$ cat config.mk
export PLATFORM = sky130hd
export DESIGN_NAME = wb_arbiter
export DESIGN_NICKNAME = d
export VERILOG_FILES = /design/src/rtl/wb_arbiter_pkg.sv /design/src/rtl/wb_arbiter_fifo.sv /design/src/rtl/wb_arbiter.sv
export SDC_FILE = /design/constraint.sdc
export NUM_CORES = 1
export LEC_CHECK = 0
export CORE_UTILIZATION = 50
export DETAILED_ROUTE_END_ITERATION = 8
export HOLD_SLACK_MARGIN = 0.12
export PLACE_DENSITY = 0.81
export SETUP_SLACK_MARGIN = 0.1
export SLEW_MARGIN = 30
export SYNTH_ARGS = -nofsm -noshare
export SYNTH_HDL_FRONTEND = slang
export SYNTH_SLANG_ARGS = --single-unit
$ cat constraint.sdc
create_clock -name clk -period 4.46 [get_ports clk]
set_input_delay 0.892 -clock clk [delete_from_list [all_inputs] [get_ports clk]]
set_output_delay 0.892 -clock clk [all_outputs]
set_load 0.01 [all_outputs]
$ cat src/rtl/wb_arbiter_pkg.sv
// Shared write-back types and constants.
// Used by wb_arbiter, reg_file and decode.
package wb_arbiter_pkg;

  localparam int REG_AW = 5;
  localparam int REG_DW = 32;
  localparam logic [REG_AW-1:0] REG_ZERO = 5'd0;

  typedef struct packed {
    logic [REG_AW-1:0] wa;
    logic [REG_DW-1:0] wd;
  } wb_entry_t;

  function automatic logic addr_hit(
    input logic [REG_AW-1:0] a,
    input logic [REG_AW-1:0] b
  );
    return (a == b) && (b != REG_ZERO);
  endfunction

endpackage

$ cat src/rtl/wb_arbiter_fifo.sv
// wb_fifo: load-result queue for the write-back arbiter.
// Exposes per-entry valid/wa vectors for the scoreboard.
module wb_fifo
  import wb_arbiter_pkg::*;
#(
  parameter int DEPTH = 2
) (
  input  logic                         clk,
  input  logic                         rstd,
  input  logic                         push,
  input  logic                         pop,
  input  wb_entry_t                    din,
  output wb_entry_t                    dout,
  output logic [$clog2(DEPTH):0]       count,
  output logic                         full,
  output logic                         empty,
  output logic [DEPTH-1:0]             ent_vld,
  output logic [DEPTH-1:0][REG_AW-1:0] ent_wa
);

  localparam int PW = $clog2(DEPTH);
  localparam int CW = PW + 1;

  wb_entry_t        mem_q [DEPTH];
  wb_entry_t        mem_d [DEPTH];
  logic [PW-1:0]    wr_ptr_q, wr_ptr_d;
  logic [PW-1:0]    rd_ptr_q, rd_ptr_d;
  logic [CW-1:0]    count_q, count_d;

  // next-state for storage, wrapping pointers and occupancy
  always_comb begin
    mem_d    = mem_q;
    wr_ptr_d = wr_ptr_q;
    rd_ptr_d = rd_ptr_q;
    count_d  = count_q;
    if (push) begin
      mem_d[wr_ptr_q] = din;
      wr_ptr_d        = wr_ptr_q + 1'b1;
    end
    if (pop) begin
      rd_ptr_d = rd_ptr_q + 1'b1;
    end
    if (push && !pop) begin
      count_d = count_q + 1'b1;
    end else if (pop && !push) begin
      count_d = count_q - 1'b1;
    end
  end

  // queue state; reset empties the queue
  always_ff @(posedge clk or posedge rstd) begin
    if (rstd) begin
      for (int i = 0; i < DEPTH; i++) begin
        mem_q[i] <= '0;
      end
      wr_ptr_q <= '0;
      rd_ptr_q <= '0;
      count_q  <= '0;
    end else begin
      mem_q    <= mem_d;
      wr_ptr_q <= wr_ptr_d;
      rd_ptr_q <= rd_ptr_d;
      count_q  <= count_d;
    end
  end

  // an entry is live when its offset from the head is below count
  always_comb begin
    logic [PW-1:0] off;
    ent_vld = '0;
    ent_wa  = '0;
    off     = '0;
    for (int i = 0; i < DEPTH; i++) begin
      off        = PW'(i) - rd_ptr_q;
      ent_vld[i] = ({1'b0, off} < count_q);
      ent_wa[i]  = mem_q[i].wa;
    end
  end

  assign dout  = mem_q[rd_ptr_q];
  assign count = count_q;
  assign full  = (count_q == CW'(DEPTH));
  assign empty = (count_q == '0);

endmodule

$ cat src/rtl/wb_arbiter.sv
// Write-back arbiter: merges ALU and load results into one write port.
// Optional macro WB_FWD_EN adds in-flight write forwarding ports.
module wb_arbiter
  import wb_arbiter_pkg::*;
#(
  parameter int DEPTH      = 2,
  parameter int STARVE_MAX = 4
) (
  input  logic              clk,
  input  logic              rstd,
  input  logic              alu_valid,
  input  logic [REG_AW-1:0] alu_wa,
  input  logic [REG_DW-1:0] alu_wd,
  input  logic              ld_valid,
  output logic              ld_ready,
  input  logic [REG_AW-1:0] ld_wa,
  input  logic [REG_DW-1:0] ld_wd,
  output logic              alu_stall,
  input  logic [REG_AW-1:0] ra1,
  input  logic [REG_AW-1:0] ra2,
  input  logic [REG_AW-1:0] qwa,
  output logic              busy1,
  output logic              busy2,
  output logic              busyw,
`ifdef WB_FWD_EN
  output logic              fwd1,
  output logic              fwd2,
  output logic [REG_DW-1:0] fwdd1,
  output logic [REG_DW-1:0] fwdd2,
`endif
  output logic [REG_AW-1:0] wa,
  output logic [REG_DW-1:0] wr,
  output logic              wren
);

  localparam int SW = $clog2(STARVE_MAX + 1);
  localparam logic [SW-1:0] STARVE_LAST = SW'(STARVE_MAX - 1);

  logic                         alu_w, push, pop, blocked;
  logic                         full, empty;
  logic [$clog2(DEPTH):0]       fifo_cnt;
  logic [DEPTH-1:0]             ent_vld;
  logic [DEPTH-1:0][REG_AW-1:0] ent_wa;
  wb_entry_t                    head;
  wb_entry_t                    ld_ent;

  logic [REG_AW-1:0] wa_q, wa_d;
  logic [REG_DW-1:0] wr_q, wr_d;
  logic              wren_q, wren_d;
  logic              stall_q, stall_d;
  logic [SW-1:0]     starve_q, starve_d;

  assign ld_ent = '{wa: ld_wa, wd: ld_wd};

  // a stalled ALU result is dropped so the drain always wins
  assign alu_w   = alu_valid && (alu_wa != REG_ZERO) && !stall_q;
  assign push    = ld_valid && !full && (ld_wa != REG_ZERO);
  assign pop     = !alu_w && !empty;
  assign blocked = alu_w && !empty;

  wb_fifo #(.DEPTH(DEPTH)) u_fifo (
    .clk     (clk),
    .rstd    (rstd),
    .push    (push),
    .pop     (pop),
    .din     (ld_ent),
    .dout    (head),
    .count   (fifo_cnt),
    .full    (full),
    .empty   (empty),
    .ent_vld (ent_vld),
    .ent_wa  (ent_wa)
  );

  // pick ALU first, else drain the queue head, else idle
  always_comb begin
    wa_d     = wa_q;
    wr_d     = wr_q;
    wren_d   = 1'b0;
    stall_d  = 1'b0;
    starve_d = '0;
    if (alu_w) begin
      wren_d = 1'b1;
      wa_d   = alu_wa;
      wr_d   = alu_wd;
    end else if (pop) begin
      wren_d = 1'b1;
      wa_d   = head.wa;
      wr_d   = head.wd;
    end
    if (blocked) begin
      if (starve_q == STARVE_LAST) begin
        stall_d = 1'b1;
      end else begin
        starve_d = starve_q + 1'b1;
      end
    end
  end

  // registered write port and starvation state
  always_ff @(posedge clk or posedge rstd) begin
    if (rstd) begin
      wa_q     <= '0;
      wr_q     <= '0;
      wren_q   <= 1'b0;
      stall_q  <= 1'b0;
      starve_q <= '0;
    end else begin
      wa_q     <= wa_d;
      wr_q     <= wr_d;
      wren_q   <= wren_d;
      stall_q  <= stall_d;
      starve_q <= starve_d;
    end
  end

  // scoreboard: any live queued load targeting the query register
  always_comb begin
    busy1 = 1'b0;
    busy2 = 1'b0;
    busyw = 1'b0;
    for (int i = 0; i < DEPTH; i++) begin
      if (ent_vld[i]) begin
        busy1 = busy1 | addr_hit(ent_wa[i], ra1);
        busy2 = busy2 | addr_hit(ent_wa[i], ra2);
        busyw = busyw | addr_hit(ent_wa[i], qwa);
      end
    end
  end

  assign ld_ready  = !full;
  assign alu_stall = stall_q;
  assign wa        = wa_q;
  assign wr        = wr_q;
  assign wren      = wren_q;

`ifdef WB_FWD_EN
  assign fwd1  = wren_q && addr_hit(wa_q, ra1);
  assign fwd2  = wren_q && addr_hit(wa_q, ra2);
  assign fwdd1 = wr_q;
  assign fwdd2 = wr_q;
`endif

`ifndef SYNTHESIS
  a_no_alu_in_stall: assert property (
    @(posedge clk) disable iff (rstd) !(stall_q && alu_valid));
  a_cnt_range: assert property (
    @(posedge clk) disable iff (rstd) fifo_cnt <= DEPTH);
`endif

endmodule

**Word-level counts from Yosys, hierarchy flattened**

Index checks and enable logic that the tools add are counted.

- Add/sub/neg operators: 7
- $lt $le $gt $ge: 5
- Eq/ne operators: 8
- Muxes and demuxes: 24
- Bitwise operators: 5
- Reduce and logical (&&, ||, !) cells: 29

Operator list:

| cell | number |
|---|---|
| $mux 37 | 4 |
| $bwmux 74 | 1 |
| $mux 32 | 2 |
| $demux 37 s1 | 1 |
| $eq 5x5->1 | 6 |
| $reduce_bool 5->1 | 5 |
| $logic_and 1x1->1 | 15 |
| $mux 1 | 10 |
| $mux 5 | 2 |
| $logic_not 1->1 | 6 |
| $mux 3 | 2 |
| $ge 2x2->1 const B | 2 |
| $lt 1x2->1 | 2 |
| $mux 2 | 2 |
| $not 1->2 | 2 |
| $reduce_bool 2->1 | 2 |
| $add 3x1->3 const B | 1 |
| $eq 3x2->1 const B | 1 |
| $or 1x1->1 | 3 |
| $add 1x1->1 const B | 2 |
| $add 2x1->2 const B | 1 |
| $eq 2x2->1 const B | 1 |
| $logic_not 2->1 | 1 |
| $lt 2x1->1 const B | 1 |
| 2 further kinds | 3 |

- Register bits after elaboration: 120
- Input port bits: 93
- Output and inout bits: 43
- Logic and storage cells: 90

**Longest topological paths before layout**

Gate-level depths: netlist of run 1.

- Depth in word-level cells: 8
- Depth in mapped cells: 8
- Mapped depth without buffers: 7

**By module**

A second synthesis of run 1 with hierarchy kept.

- Cell total of the unflattened synthesis: 457
- Area total of the unflattened synthesis: 5960.7 um^2

Modules (own cells, without submodules):

| module | instances | cells an instance | area each (um^2) | sequential area each (um^2) |
|---|---|---|---|---|
| wb_fifo | 1 | 226 | 3631.0 | 1951.9 |
| wb_arbiter | 1 | 231 | 2329.7 | 1051.0 |

**Worst setup path after synthesis of run 1**

No wires, ideal clock.

- Path kind: input to register
- From: input port alu_wa[3]
- To: register u_fifo.count_q[1] (netlist: u_fifo.count[1])
- Library setup time: 0.079 ns
- Data arrival time: 2.492 ns
- Data required time: 4.381 ns
- Path slack: 1.889 ns
- Stages: 8
- Path through: or4_1 > o21a_1 > clkbuf_1 > nand2b_1 > ha_1 > xor2_1 > nor2_1 > xor2_1

- Cells in the longest elaborated chain, start to end: 8
- Elaborated cells between the ends (all ways): 10
- Classes of those cells: mux: 1; reduce/logical: 9

RTL lines:

| element | RTL line | RTL |
|---|---|---|
| start, declared | wb_arbiter.sv:12 | `input logic [REG_AW-1:0] alu_wa,` |
| $reduce_bool 5->1 (*) | wb_arbiter.sv:56 | `assign alu_w = alu_valid && (alu_wa != REG_ZERO) && !stall_q;` |
| $logic_and 1x1->1 (*) (2 in a row) | wb_arbiter.sv:56 |  |
| $logic_not 1->1 (*) | wb_arbiter.sv:58 | `assign pop = !alu_w && !empty;` |
| $logic_and 1x1->1 (*) | wb_arbiter.sv:58 |  |
| $logic_not 1->1 | wb_arbiter_fifo.sv:43 | `if (push && !pop) begin` |
| $logic_and 1x1->1 | wb_arbiter_fifo.sv:43 |  |
| $mux 2 or $reduce_bool 2->1 (tied branches) | - |  |
| end signal, assigned | wb_arbiter_fifo.sv:63 | `count_q <= count_d;` |
| end, declared | wb_arbiter_fifo.sv:28 | `logic [CW-1:0] count_q, count_d;` |

Mark *: on every way between the ends. The rest lies on a longest branch, timed or not.
A chain may end at the register's enable or synchronous reset.

**Worst setup path in the final report of run 1**

- From: input port qwa[4]
- To: output port busyw

- Cells in the longest elaborated chain, start to end: 5
- Elaborated cells between the ends (all ways): 8
- Classes of those cells: eq/ne: 2; mux: 2; bitwise: 1; reduce/logical: 3

RTL lines:

| element | RTL line | RTL |
|---|---|---|
| start, declared | wb_arbiter.sv:21 | `input logic [REG_AW-1:0] qwa,` |
| $eq 5x5->1 or $reduce_bool 5->1 (tied branches) | wb_arbiter_pkg.sv:18 | `return (a == b) && (b != REG_ZERO);` |
| $logic_and 1x1->1 | wb_arbiter_pkg.sv:18 |  |
| $mux 1 | wb_arbiter.sv:123 | `if (ent_vld[i]) begin` |
| $or 1x1->1 | wb_arbiter.sv:126 | `busyw = busyw \| addr_hit(ent_wa[i], qwa);` |
| $mux 1 (*) | wb_arbiter.sv:123 |  |
| end, declared | wb_arbiter.sv:24 | `output logic busyw,` |

Marks and branches as above.

==> metrics.log, run 1 <==
[metrics] number of primary I/O pins: about 140
[metrics] Finished Core Util: between 70% and 80%
[metrics] worst hold path stage count: 1
[metrics] setup TNS after final layout: 0 ps
[metrics] cells after synthesis: between 400 and 500
[metrics] total CTS buffers: 17
[metrics] area leader, netlist: dfrtp_1
[metrics] mean instance size in the synthesized netlist: approximately 11 µm²
[metrics] CTS tree: done
[metrics] setup bufs post-CTS: 0
[metrics] Root Driver: clkbuf_8
[metrics] dominant cell type by count on the critical path: clkdlybuf4s50_1
[metrics] IO buf count: 135
[metrics] initial core utilization: just over 50%
[metrics] initial drt markers: between 200 and 250
[metrics] pin count of the biggest net entering global routing: 93
[metrics] number of nets in the final layout: 720
[metrics] post-synthesis register bit count: 120
[metrics] unrepaired setup endpoints after global routing: no
[metrics] Clock Pin Slew Worst Setup and Hold Paths: around 50 ps
[metrics] final routed DRC violation total: 0
[metrics] Max VDD drop: 0.0003424 V
[metrics] total grt overflow: 0
[metrics] number of sinks driven by the clock tree: 120
[metrics] Setup-failing EPs final: 0
[metrics] worst setup path class: input pin to primary output
[metrics] number of buffers and inverters on the critical path: 2
[metrics] area fraction of the dominant cell type after synthesis: between 50% and 60%
[metrics] Slew Limit Fails: 0
[metrics] launch instance of the worst min-delay path: starve_q[0]
[metrics] area share of fa/ha/maj cells after synthesis: 0.4476%
[metrics] vias after detailed routing: 4165
[metrics] half-perimeter wire length after placement: about 8800 µm
[metrics] area share of xor/xnor cells in the synthesized design: 5.327%
[metrics] Yosys cell types: 33
[metrics] Core Footprint: ~11000 µm²
[metrics] time the worst path needs with I/O delays and setup: roughly 3600 ps
[metrics] Hold Violations, Final: 0
[metrics] routed vias/inst: around 5.4
[metrics] fraction of the yosys area taken by sequential cells: 53.72%
[metrics] worst path required time: ~3600 ps
[metrics] Detail Route Antenna Nets: 0
[metrics] Worst setup EP type: primary output
[metrics] setup clock skew after layout: ~6.3 ps
[metrics] endpoint of the worst hold-timing path: starve_q[0]
[metrics] average detailed-routed wire length per instance: around 17 µm
[metrics] highest-delay cell along the critical path: clkdlybuf4s50_1
[metrics] power per standard cell area: around 720 nW/µm²
[metrics] synthesized net count: 588
[metrics] Synth Flop Type: dfrtp_1
[metrics] Worst Setup Start Kind: input pin
[metrics] clock latency on the worst-skew pair: ~500 ps
[metrics] main combinational cell family by area after synthesis: multiplexers
[metrics] Post-CTS Hold Fix Bufs: 0
[metrics] proportion of register bits with asynchronous set or reset after synthesis: 100.0%
[metrics] die area: between 10000 and 15000 µm²
[metrics] H-tree Lvls: 4
[metrics] share of the synthesized area in compound gates (AO/OA/AOI/OAI): 7.610%
[metrics] cell family contributing the most delay on the critical path: buffers and inverters
[metrics] wire length of the first global-routing pass: ~21000 µm
[metrics] Reg-to-Reg Start: u_fifo.count[0]
[metrics] area occupied by multi-input gates: 2446 µm²
[metrics] initial antenna violation count: 0
[metrics] die boundary width: about 110 µm
[metrics] portion of netlist area occupied by mux cells: between 20% and 30%
[metrics] count of standard-cell rows: 38
[metrics] post-cts gate resize count: 0
[metrics] end of the worst register-to-register path: u_fifo.mem_q[21]
[metrics] area growth from synthesis to final layout: 37.15%
[metrics] wire length after detailed routing: roughly 13000 µm
[metrics] largest driver fanout on the critical path: 3
[metrics] final clock period utilization by the worst path: just over 80%
[metrics] max-capacitance violation count: 0
[metrics] total leakage power: 3.300 nW
[metrics] number of flops mapped to enable cells by yosys: 0
[metrics] cell chain of the critical path: clkdlybuf4s50_1 -> xnor2_1 -> nand4_1 -> or3_1 -> a21oi_1 -> clkdlybuf4s50_1
[metrics] worst slew slack as a fraction of its limit: between 40% and 50%
[metrics] CTS Buffer Depth: 2
[metrics] via count of the first global-routing pass: 4426
[metrics] slack of the worst reg-to-reg path: 2210 ps
[metrics] antenna cells: 0
[metrics] run status: finished clean
[metrics] overall global routing resource usage: around a quarter
[metrics] Initial DRT Pass Iterations: 4
[metrics] chip height: around 110 µm
[metrics] setup slack after layout: approximately 840 ps
[metrics] worst hold path class: flip-flop to flip-flop
[metrics] cell depth of the worst flop-to-flop path: 5
[metrics] synthesized cell area: 5590 µm²
[metrics] largest incremental delay on the critical path: 550 ps
[metrics] achievable frequency: 0.2762 GHz
[metrics] register cell area after layout: around 3000 µm²
[metrics] pre-CTS WS: 875.5 ps
[metrics] Fillers: 808
[metrics] data arrival time of the critical path: 2730 ps
[metrics] Warnings, synthesis: 0
[metrics] layout cells sized above 1: about 16%
[metrics] worst-case hold slack: 445.0 ps
[metrics] Final GP Congestion: just under 0.9
[metrics] main area contributors after synthesis: dfrtp_1 (54%), mux2_2 (11%), mux2i_1 (6.6%)
[metrics] basic-gate share of the synthesized area counting and, or, nand and nor cells: around 8.7%
[metrics] transition time at the pin with the least slew margin: approximately 820 ps
[metal layers]
layer  track usage [%]  part of all wire (%)  vias to the layer above
met1             29.28                    44                     2041
met3             6.840                   6.3                       26
li1                  -                     -                     1971
met5                 0                     0                        -
met2             39.19                    48                      127
met4             9.883                   1.9                        0
[cells by family after synthesis]
| logic type | Yosys count |
|---|---|
| mux | 111 |
| buf+inv | 33 |
| compound gates | 81 |
| xor+xnor | 34 |
| fa+ha+maj | 2 |
| flops | 120 |
| simple gates | 112 |
[layout make-up]
| type | instances | share of cell area, % |
|---|---|---|
| clock buffers | 19 | 5.760 |
| flip-flops and latches | 120 | 39.18 |
| multi-input cells | 340 | 31.90 |
| repair buffers | 142 | 18.31 |
| inverters | 4 | 0.2611 |
| clock inverters | 13 | 2.301 |
| well taps | 140 | 2.285 |
[worst max-delay path by stage]
stage,cells past startpoint,from,endpoint
final,6,qwa[4],busyw
after global routing,6,qwa[4],busyw
after CTS,6,qwa[4],busyw
after detailed placement,6,qwa[4],busyw
after global placement,6,qwa[2],busyw
after floorplan,1,rstd,alu_stall
[sequential cells by signal (all words and copies together) (netlist names)]
register,flops
alu_stall,1
starve_q,3
u_fifo.count,2
u_fifo.ent_wa,10
u_fifo.mem_q,64
u_fifo.rd_ptr_q,1
u_fifo.wr_ptr_q,1
wa,5
wr,32
wren,1
[stage by stage]
step           power, W  cell area (µm²)  instances
2_1_floorplan  0.003323             5590        493
3_3_place_gp   0.004012             7047        746
3_5_place_dp   0.004117             7049        746
4_1_cts        0.005554             7667        778
5_1_grt        0.005863             7667        778
6_report       0.005505             7667        778
[power by group]
part	total, W	internal, W	switching, W
sequential	0.00200	0.00162	0.000380
combinational	0.00209	0.00114	0.000953
clock	0.00141	0.000931	0.000476
total	0.00550	0.00370	0.00181
[cells in the final DEF, fill, tap and decap left out, types with 3 or more instances in the layout]
master and count:
a21oi_1 3, buf_4 7, bufinv_16 4, clkbuf_16 16, clkbuf_8 3, clkdlybuf4s50_1 135
clkinv_2 5, clkinvlp_4 3, dfrtp_1 119, inv_1 3, mux2_1 19, mux2_2 55
mux2i_1 37, nand2_1 78, nand2b_1 3, nand4_1 5, nor2_1 7, nor3_1 6
o21ai_0 66, o21ai_1 6, or4_1 3, xnor2_1 24, xor2_1 10
[cell usage after synthesis, types with 3 or more instances]
library cell and count:
dfrtp_1 120, nand2_1 78, o21ai_0 66, mux2_2 55, mux2i_1 37, xnor2_1 24, mux2_1 19, clkbuf_1 17
xor2_1 10, nor2_1 7, buf_2 6, nor3_1 6, o21ai_1 6, nand4_1 5, inv_1 4, nand2b_1 4
a21oi_1 3, buf_1 3, o21a_1 3, or4_1 3
Note: power is estimated with default switching activity, not from simulation.
==> run 2: changes to the inputs <==
==> constraint.sdc (replaced) <==
create_clock -name clk -period 3.6 [get_ports clk]
set_input_delay 0.72 -clock clk [delete_from_list [all_inputs] [get_ports clk]]
set_output_delay 0.72 -clock clk [all_outputs]
set_load 0.01 [all_outputs]
==> run 2 against run 1 <==
Net effect:
- clock skew grew 1.8 ps
- highest routed layer unchanged
- setup slack lost 490 ps
- power grew 22%
- via count grew 0.53%
- register-to-register slack lost 670 ps
- global-route usage grew 1.1 points
- critical path depth is the same
- design area shrank 0.13%
- hold slack gained 3.7 ps
==> metrics.log, run 2 (synthesized netlist as in run 1, its figures left out) <==
[metrics] DR top layer: met4
[metrics] total internal power: 0.004458 W (+21%)
[metrics] worst hold path class: flip-flop to flip-flop
[metrics] Initial DRT Pass Iterations: 4 (unchanged)
[metrics] register cell area after layout: 3004 µm² (unchanged)
[metrics] routed length on met1: 5755 µm (+2.2%)
[metrics] amount of wire on met2 after detailed routing: 6558 µm (+6.0%)
[metrics] setup clock skew after layout: 8.111 ps (+1.786 ps)
[metrics] data arrival time of the critical path: 2530 ps (-200 ps)
[metrics] run status: finished clean
[metrics] Worst setup EP type: primary output
[metrics] pre-CTS WS: 358.3 ps (-517.3 ps)
[metrics] initial antenna violation count: 0 (unchanged)
[metrics] setup TNS after final layout: 0 ps (unchanged)
[metrics] placed cells: 748 (+0.27%)
[metrics] Detail Route Antenna Nets: 0 (unchanged)
[metrics] initial core utilization: 51.34% (unchanged)
[metrics] worst slew slack as a fraction of its limit: 52.88% (+7.5 points)
[metrics] layout cells sized above 1: 15.49% (-0.49 points)
[metrics] die area: 11610 µm² (unchanged)
[metrics] share of power burned in the clock network: 23.3% (-2.3 points)
[metrics] wire length after detailed routing: 13430 µm (+4.4%)
[metrics] number of sinks driven by the clock tree: 120 (unchanged)
[metrics] number of primary I/O pins: 136 (unchanged)
[metrics] met3 routed WL: 861 µm (+7.0%)
[metrics] worst setup path class: input pin to primary output
[metrics] dominant cell type by count on the critical path: clkdlybuf4s50_1
[metrics] post-cts gate resize count: 0 (unchanged)
[metrics] Post-CTS Hold Fix Bufs: 0 (unchanged)
[metrics] initial drt markers: 256 (+18%)
[metrics] launch instance of the worst min-delay path: starve_q[0]
[metrics] Root Driver: clkbuf_8
[metrics] switching component of the power: 0.002251 W (+24%)
[metrics] overall global routing resource usage: 24.91% (+1.1 points)
[metrics] die boundary width: 107.7 µm (unchanged)
[metrics] Slew Limit Fails: 0 (unchanged)
[metrics] Core Footprint: 10890 µm² (unchanged)
[metrics] IO buf count: 135 (unchanged)
[metrics] setup slack after layout: 353.2 ps (-485.9 ps)
[metrics] CTS Buffer Depth: 2 (unchanged)
[metrics] antenna cells: 0 (unchanged)
[metrics] number of buffers and inverters on the critical path: 2 (unchanged)
[metrics] achievable frequency: between 0.3 and 0.4 GHz
[metrics] pin count of the biggest net entering global routing: 73 (-22%)
[metrics] Setup-failing EPs final: 0 (unchanged)
[metrics] final clock period utilization by the worst path: 90.19%
[metrics] H-tree Lvls: 4 (unchanged)
[metrics] cell family contributing the most delay on the critical path: buffers and inverters
[metrics] half-perimeter wire length after placement: 8896 µm (+1.6%)
[metrics] largest driver fanout on the critical path: 3 (unchanged)
[metrics] average detailed-routed wire length per instance: 17.25 µm (+4.3%)
[metrics] relative contribution of sequential cells to total power: 36.8% (+0.4 points)
[metrics] cell chain of the critical path: clkdlybuf4s50_1 -> xnor2_1 -> nand4_1 -> or3_1 -> a21oi_1 -> clkdlybuf4s50_1
[metrics] Worst Setup Start Kind: input pin
[metrics] final routed DRC violation total: 0 (unchanged)
[metrics] flip-flop count of the largest register, all copies and words added: 64 (unchanged)
[metrics] highest-delay cell along the critical path: clkdlybuf4s50_1
[metrics] via count of the first global-routing pass: 4441 (+0.34%)
[metrics] commonest cells after routing, fill and taps aside: clkdlybuf4s50_1 (135), dfrtp_1 (119), nand2_1 (78), o21ai_0 (66), mux2_2 (55)
[metrics] max-capacitance violation count: 0 (unchanged)
[metrics] count of standard-cell rows: 38 (unchanged)
[metrics] most common cell after layout, fill and taps aside: clkdlybuf4s50_1
[metrics] Fillers: 804 (-0.50%)
[metrics] unrepaired setup endpoints after global routing: no
[metrics] vias after detailed routing: 4187 (+0.53%)
[metrics] largest incremental delay on the critical path: 550 ps (about the same)
[metrics] Final Instance Count excl. Fillers: 779 (+0.13%)
[metrics] combinational power share: 39.9% (+1.9 points)
[metrics] area growth from synthesis to final layout: 36.97%
[metrics] register with the most flip-flops: u_fifo.mem_q
[metrics] clock latency on the worst-skew pair: 530 ps (+30 ps)
[metrics] total leakage power: 3.293 nW (-0.20%)
[metrics] transition time at the pin with the least slew margin: 705.3 ps (-113.3 ps)
[metrics] setup bufs post-CTS: 0 (unchanged)
[metrics] routed vias/inst: 5.375 (+0.40%)
[metrics] power per standard cell area: 876.2 nW/µm² (+22%)
[metrics] chip height: 107.7 µm (unchanged)
[metrics] total CTS buffers: 17 (unchanged)
[metrics] Final GP Congestion: 0.9147 (+3.5%)
[metrics] wire length of the first global-routing pass: 21800 µm (+3.5%)
[metrics] total grt overflow: 0 (unchanged)
[metrics] Max VDD drop: 0.0004648 V (+36%)
[metrics] first element of the critical path: qwa[1]
[metrics] switching share of power: 33.56% (+0.69 points)
[metrics] number of nets in the final layout: 722 (+0.28%)
[metrics] Hold Violations, Final: 0 (unchanged)
[metrics] time the worst path needs with I/O delays and setup: between 3000 and 4000 ps
[metrics] Clock Pin Slew Worst Setup and Hold Paths: 50 ps (about the same)
[metrics] area occupied by multi-input gates: 2446 µm² (unchanged)
[metrics] worst path required time: 2880 ps (-690 ps)
[metrics] Reg-to-Reg Start: u_fifo.count[0]
[metrics] CTS tree: done
## run 2: final timing paths
path	to	slack, ps	depth (start not counted)
max	busyw	350	6
min	starve_q[0]	450	1
max reg2reg	starve_q[0]	1540	4
min reg2reg	starve_q[0]	450	1
max in group asynchronous	wr[26]	2160	3
min in group asynchronous	u_fifo.mem_q[41]	660	2
## run 2: power by group through the flow
| stage | clock network (W) | registers, W | logic (W) |
|---|---|---|---|
| after global placement | 0 | 0.00243 | 0.00258 |
| final | 0.00156 | 0.00247 | 0.00268 |
| after global routing | 0.00165 | 0.00255 | 0.00296 |
| after CTS | 0.00159 | 0.00247 | 0.00271 |
| after floorplan | 0 | 0.00244 | 0.00168 |
| after detailed placement | 0 | 0.00247 | 0.00268 |
## run 2: final cells by class
cell class | instances | area share, %
Sequential cell | 120 | 39.23
Multi-Input combinational cell | 340 | 31.94
Timing Repair Buffer | 144 | 19.18
Clock buffer | 22 | 5.784
Tap cell | 140 | 2.288
Clock inverter | 9 | 1.324
Inverter | 4 | 0.2451
## run 2: metrics by stage
step	hold WS, ps	utilization, %	total power (W)	instance area (µm²)
2_1_floorplan	415.6	-	0.004117	5594
3_3_place_gp	425.4	65.33	0.005012	7113
6_report	448.7	70.33	0.006709	7657
3_5_place_dp	449.5	65.33	0.005151	7113
5_1_grt	498.1	70.33	0.007158	7657
4_1_cts	456.0	70.33	0.006766	7657
## run 2: routing by layer
| layer | track usage [%] | up-vias |
|---|---|---|
| li1 | - | 1970 |
| met5 | 0 | - |
| met3 | 6.961 | 26 |
| met1 | 30.52 | 2045 |
| met4 | 10.47 | 0 |
| met2 | 41.21 | 146 |
==> run 3: changes to the inputs <==
--- a/config.mk
+++ b/config.mk
@@ -5,6 +5,7 @@
 export SDC_FILE = /design/constraint.sdc
 export NUM_CORES = 1
 export LEC_CHECK = 0
+export CORE_ASPECT_RATIO = 1.25
 export CORE_UTILIZATION = 50
 export DETAILED_ROUTE_END_ITERATION = 8
 export HOLD_SLACK_MARGIN = 0.12
==> run 3 against run 2 <==
Net effect:
- fmax down 0.89%
- count of clock-buffer cells in the layout is 2 lower
- clock power up 3%
- via count about the same
- sequential cell count did not move
- sequential share of layout area is 0.11 points higher
- setup slack got worse by 29 ps
- global-route usage shrank 0.48 points
- critical path depth stayed put
- utilization increased by 0.90 points
- combinational power fell by 2%
- largest cell class unchanged
==> metrics.log, run 3 (synthesized netlist as in run 1, its figures left out) <==
[metrics] routed vias/inst: 5.428 (+0.99%)
[metrics] power per standard cell area: 876.4 nW/µm² (about the same)
[metrics] Core Footprint: 10720 µm² (-1.5%)
[metrics] worst slew slack as a fraction of its limit: 55.83% (+2.9 points)
[metrics] flip-flop count of the largest register, all copies and words added: 64 (unchanged)
[metrics] worst hold path class: flip-flop to flip-flop
[metrics] CTS Buffer Depth: 2 (unchanged)
[metrics] area growth from synthesis to final layout: 36.59%
[metrics] post-cts gate resize count: 0 (unchanged)
[metrics] total leakage power: 3.281 nW (-0.36%)
[metrics] CTS tree: done
[metrics] Worst setup EP type: primary output
[metrics] wire length of the first global-routing pass: 21290 µm (-2.3%)
[metrics] worst path required time: 2880 ps (about the same)
[metrics] area after detailed placement: 7071 µm² (-0.60%)
[metrics] Post-CTS Hold Fix Bufs: 0 (unchanged)
[metrics] power consumption: 0.006692 W (-0.25%)
[metrics] chip height: 120.2 µm (+12%)
[metrics] largest driver fanout on the critical path: 3 (unchanged)
[metrics] layout cells sized above 1: 15.65% (+0.16 points)
[metrics] die boundary width: 96.58 µm (-10%)
[metrics] setup clock skew after layout: 19.61 ps (+11.50 ps)
[metrics] initial antenna violation count: 0 (unchanged)
[metrics] average detailed-routed wire length per instance: 16.99 µm (-1.5%)
[metrics] Final Instance Count excl. Fillers: 771 (-1.0%)
[metrics] placed cells: 739 (-1.2%)
[metrics] initial core utilization: 52.15% (+0.80 points)
[metrics] number of primary I/O pins: 136 (unchanged)
[metrics] clock latency on the worst-skew pair: 420 ps (-110 ps)
[metrics] register with the most flip-flops: u_fifo.mem_q
[metrics] via count of the first global-routing pass: 4479 (+0.86%)
[metrics] total CTS buffers: 17 (unchanged)
[metrics] final routed DRC violation total: 0 (unchanged)
[metrics] Root Driver: clkbuf_16
[metrics] Initial DRT Pass Iterations: 4 (unchanged)
[metrics] Hold Violations, Final: 0 (unchanged)
[metrics] H-tree Lvls: 4 (unchanged)
[metrics] number of nets in the final layout: 721 (-0.14%)
[metrics] time the worst path needs with I/O delays and setup: 3276 ps (+29.01 ps)
[metrics] max-capacitance violation count: 0 (unchanged)
[metrics] Clock Pin Slew Worst Setup and Hold Paths: 50 ps (about the same)
[metrics] IO buf count: 135 (unchanged)
[metrics] number of sinks driven by the clock tree: 120 (unchanged)
[metrics] launch instance of the worst min-delay path: starve_q[0]
[metrics] die area: 11610 µm² (about the same)
[metrics] antenna cells: 0 (unchanged)
[metrics] run status: finished clean
[metrics] transition time at the pin with the least slew margin: 662.5 ps (-42.76 ps)
[metrics] data arrival time of the critical path: 2560 ps (+30 ps)
[metrics] overall global routing resource usage: 24.43% (-0.48 points)
[metrics] most common cell after layout, fill and taps aside: clkdlybuf4s50_1
[metrics] Detail Route Antenna Nets: 0 (unchanged)
[metrics] vias after detailed routing: 4185 (-0.048%)
[metrics] wire length after detailed routing: 13100 µm (-2.5%)
[metrics] achievable frequency: 0.3053 GHz (-0.89%)
[metrics] Slew Limit Fails: 0 (unchanged)
[metrics] unrepaired setup endpoints after global routing: no
[metrics] first element of the critical path: qwa[2]
[metrics] pin count of the biggest net entering global routing: 121 (+66%)
[metrics] half-perimeter wire length after placement: 8850 µm (-0.52%)
[metrics] Final Instance Area: 7636 µm² (-0.28%)
[metrics] final clock period utilization by the worst path: 90.99% (+0.81 points)
[metrics] Worst Setup Start Kind: input pin
[metrics] setup TNS after final layout: 0 ps (unchanged)
[metrics] initial drt markers: 173 (-32%)
[metrics] count of standard-cell rows: 42 (+11%)
[metrics] Reg-to-Reg Start: u_fifo.count[0]
[metrics] Final GP Congestion: 0.7995 (-13%)
[metrics] setup bufs post-CTS: 0 (unchanged)
[metrics] commonest cells after routing, fill and taps aside: clkdlybuf4s50_1 (135), dfrtp_1 (119), nand2_1 (78), o21ai_0 (66), mux2_2 (55)
[metrics] Setup-failing EPs final: 0 (unchanged)
[metrics] worst setup path class: input pin to primary output
[metrics] total grt overflow: 0 (unchanged)
[metrics] Max VDD drop: 0.0004798 V (+3.2%)
==> run 3: path summary, 6_finish.rpt <==
check	cells past startpoint	endpoint	slack, ps
min	1	starve_q[0]	470
max in group asynchronous	3	u_fifo.rd_ptr_q	2220
min reg2reg	1	starve_q[0]	470
max reg2reg	4	starve_q[0]	1520
max	6	busyw	320
min in group asynchronous	3	wr[5]	820
==> run 3: report_power, final <==
group	switching, W	total [W]	internal, W
registers	0.000457	0.00247	0.00201
clock network	0.000585	0.00160	0.00101
logic	0.00120	0.00263	0.00143
==> run 3: layout make-up <==
| class | count | area (µm²) |
|---|---|---|
| well taps | 132 | 165.2 |
| inverters | 4 | 18.77 |
| fillers | 787 | 3084 |
| repair buffers | 143 | 1436 |
| flip-flops and latches | 120 | 3004 |
| clock inverters | 12 | 128.9 |
| multi-input cells | 340 | 2446 |
| clock buffers | 20 | 436.7 |
==> run 3: layer usage <==
| metal | global-route usage (%) | routed length (µm) | vias up | share of wire, % |
|---|---|---|---|---|
| li1 | - | - | 1973 | - |
| met1 | 27.65 | 5275 | 2087 | 40 |
| met2 | 43.79 | 7058 | 101 | 54 |
| met3 | 5.786 | 465 | 24 | 3.6 |
| met4 | 8.915 | 299 | 0 | 2.3 |
| met5 | 0 | 0 | - | 0 |
==> run 3: critical path, stage by stage <==
cell and delay (ps):
clkdlybuf4s50_1 560, xnor2_1 150, nand4_1 100, or3_1 330, a21oi_1 140, clkdlybuf4s50_1 550
==> run 3: stage by stage <==
stage | hold WS, ps | worst slack [ps] | utilization, %
global route | 475.3 | 252.9 | 71.23
floorplan | 415.6 | 1201 | -
detailed placement | 459.1 | 360.9 | 65.95
CTS | 465.7 | 353.4 | 71.23
finish | 467.4 | 324.2 | 71.23
global placement | 425.0 | 444.5 | 65.95
==> variant (flow settings as in run 3) <==
The option `WB_FWD_EN` is turned on by a define.
--- a/src/rtl/wb_arbiter.sv
+++ b/src/rtl/wb_arbiter.sv
@@ -1,5 +1,7 @@
 // Write-back arbiter: merges ALU and load results into one write port.
 // Optional macro WB_FWD_EN adds in-flight write forwarding ports.
+`define WB_FWD_EN
+
 module wb_arbiter
   import wb_arbiter_pkg::*;
 #(
Behaviour (old outputs only; new: fwd1, fwd2, fwdd1 and fwdd2): unchanged (Yosys induction, for registers that start in step).
==> variant against run 3 <==
Global-route usage grew 0.95 points. Clock power shrank 8%. Worst hold slack lost 0.014 ns. Wire length grew 16%. Critical endpoint is now busy2. Worst setup slack lost 0.081 ns. Final cell count grew 14%. Synthesized area grew 10%. Cell area grew 10%. Total power grew 13%. Fmax shrank 2.4%. Sequential cell count is the same.
==> variant: results (changes against run 3) <==
Outcome
  – Status: complete, no violations (unchanged)

Clock network
  – H-tree Lvls: 4 (unchanged)
  – Resized cells post-CTS: 0 (unchanged)
  – CTS max path bufs: 2 (unchanged)
  – Setup bufs post-CTS: 0 (unchanged)
  – Clock Pin Slew Worst Setup and Hold Paths: 0.05 ns (about the same)
  – Total CTS buffers: 17 (unchanged)
  – Clk Latency, worst-skew pair: 0.41 ns
  – Clk Tree Root Cell: clkbuf_16 (unchanged)

Power
  – Leak Pwr: 3.59 nW (was 3.28 nW)
  – VDD IR max: 0.000468 V (was 0.000480 V)

Detailed routing
  – DR pass1 iterations: 4 (unchanged)
  – Total Wirelength: 15.1 mm (was 13.1 mm)
  – Drt via density: 5.23 (was 5.43)
  – Initial DRC count: 179 (was 173)

Timing
  – Worst clock skew: 0.00701 ns (was 0.0196 ns)
  – Slew headroom: 52.7% (was 55.8%)

Logic synthesis
  – Compound-Gate Fraction of Synth Area: 6.85% (was 7.61%)
  – Netlist cell types: 31 (was 33)
  – Syn_nets: 664 (was 588)
  – Register area share after synthesis: 48.6% (was 53.7%)
  – Yosys warning count: 0 (unchanged)
  – Multiplexer share of the synthesized area: 19.5% (was 21.5%)
  – Top post-synthesis cells by area: dfrtp_1 49%, mux2_2 10%, buf_4 7.9%, mux2i_1 6.0%, o21ai_0 5.3% (was dfrtp_1 54%, mux2_2 11%, mux2i_1 6.6%, o21ai_0 5.9%, nand2_1 5.2%)
  – Async set-reset flop share out of synthesis: 100% (unchanged)
  – Post-synthesis adder-cell area fraction: 0.405% (was 0.448%)
  – Xor/xnor share of the synthesized area: 6.24% (was 5.33%)
  – Leading cell types by count after synthesis: 120 x dfrtp_1, 76 x nand2_1, 66 x o21ai_0 (was 120 x dfrtp_1, 78 x nand2_1, 66 x o21ai_0)

Min path
  – HP Class: register to register (unchanged)

Cells and area
  – Share of cells above drive strength 1: 14.1% (was 15.6%)
  – Nets: 801 (was 721)
  – Max reg flops: 64 (unchanged)

Worst setup path
  – CP max FO: 4 (was 3)
  – Setup CP Type: primary input to output pin (unchanged)
  – Critical path's slowest cell: clkdlybuf4s50_1 (unchanged)

Global routing
  – Largest net degree at the start of global routing: 56 (was 121)
  – First-pass GRT wire length: 24.6 mm (was 21.3 mm)
  – Gr usage total: 25.4% (was 24.4%)
  – Initial antenna violation count: 0 (unchanged)
  – Number of global-route vias before repair: 4868 (was 4479)

Placed design
  – I/O Buffers: 201 (was 135)
  – Worst slack, placed: 0.293 ns (was 0.361 ns)
  – HPWL after DPL: 10.8 mm (was 8.85 mm)
  – Cell area after placement: 7890 um2 (was 7070 um2)
  – RD Place Congestion: 0.783 (was 0.800)
==> variant: logic make-up after synthesis <==
kind of cell | Yosys count
XOR/XNOR | 44
buffers and inverters | 97
AO/OA/AOI/OAI | 81
multiplexers | 111
AND/OR/NAND/NOR | 114
flip-flops | 120
adder cells (fa/ha/maj) | 2
==> variant: per-stage QoR <==
step | cells | hold WS [ns] | util (%)
finish | 882 | 0.453 | 69.5
floorplan | 569 | 0.416 | -
global placement | 851 | 0.426 | 65.2
CTS | 882 | 0.451 | 69.5
detailed placement | 851 | 0.443 | 65.2
global route | 882 | 0.482 | 69.5
==> variant: metal layers <==
| layer | wire length (um) | track usage (%) | up-vias |
|---|---|---|---|
| met4 | 546 | 12.3 | 0 |
| met2 | 7980 | 44.5 | 162 |
| li1 | - | - | 2152 |
| met5 | 0 | 0 | - |
| met3 | 778 | 6.99 | 40 |
| met1 | 5830 | 28.0 | 2255 |
==> variant: final cells by class <==
type                            count  area [um2]
Sequential cell                   120        3000
Clock inverter                      9        52.6
Inverter                            4        18.8
Tap cell                          164         205
Timing Repair Buffer              211        2110
Clock buffer                       22         464
Fill cell                         884        3700
Multi-Input combinational cell    352        2550
==> variant: path summary, 6_finish.rpt <==
path                       slack, ns         from  depth (start not counted)               end
max                             0.24       ra2[4]                          6             busy2
min                             0.45  starve_q[0]                          1       starve_q[0]
max reg2reg                     1.45    alu_stall                          7   u_fifo.count[1]
min reg2reg                     0.45  starve_q[0]                          1       starve_q[0]
max in group asynchronous       2.16         rstd                          3  u_fifo.mem_q[42]
min in group asynchronous       0.71         rstd                          2         fwdd1[10]
==> variant: critical path: cells and delay by family <==
| kind | cells | cell delay, ns |
|---|---|---|
| AO/OA/AOI/OAI | 1 | 0.14 |
| XOR/XNOR | 1 | 0.22 |
| buffers and inverters | 2 | 1.05 |
| AND/OR/NAND/NOR | 2 | 0.50 |
==> variant: where the power goes <==
part / switching (mW) / internal, mW
Combinational: 1.53 / 1.99
Clock: 0.567 / 0.901
Sequential: 0.589 / 2.01
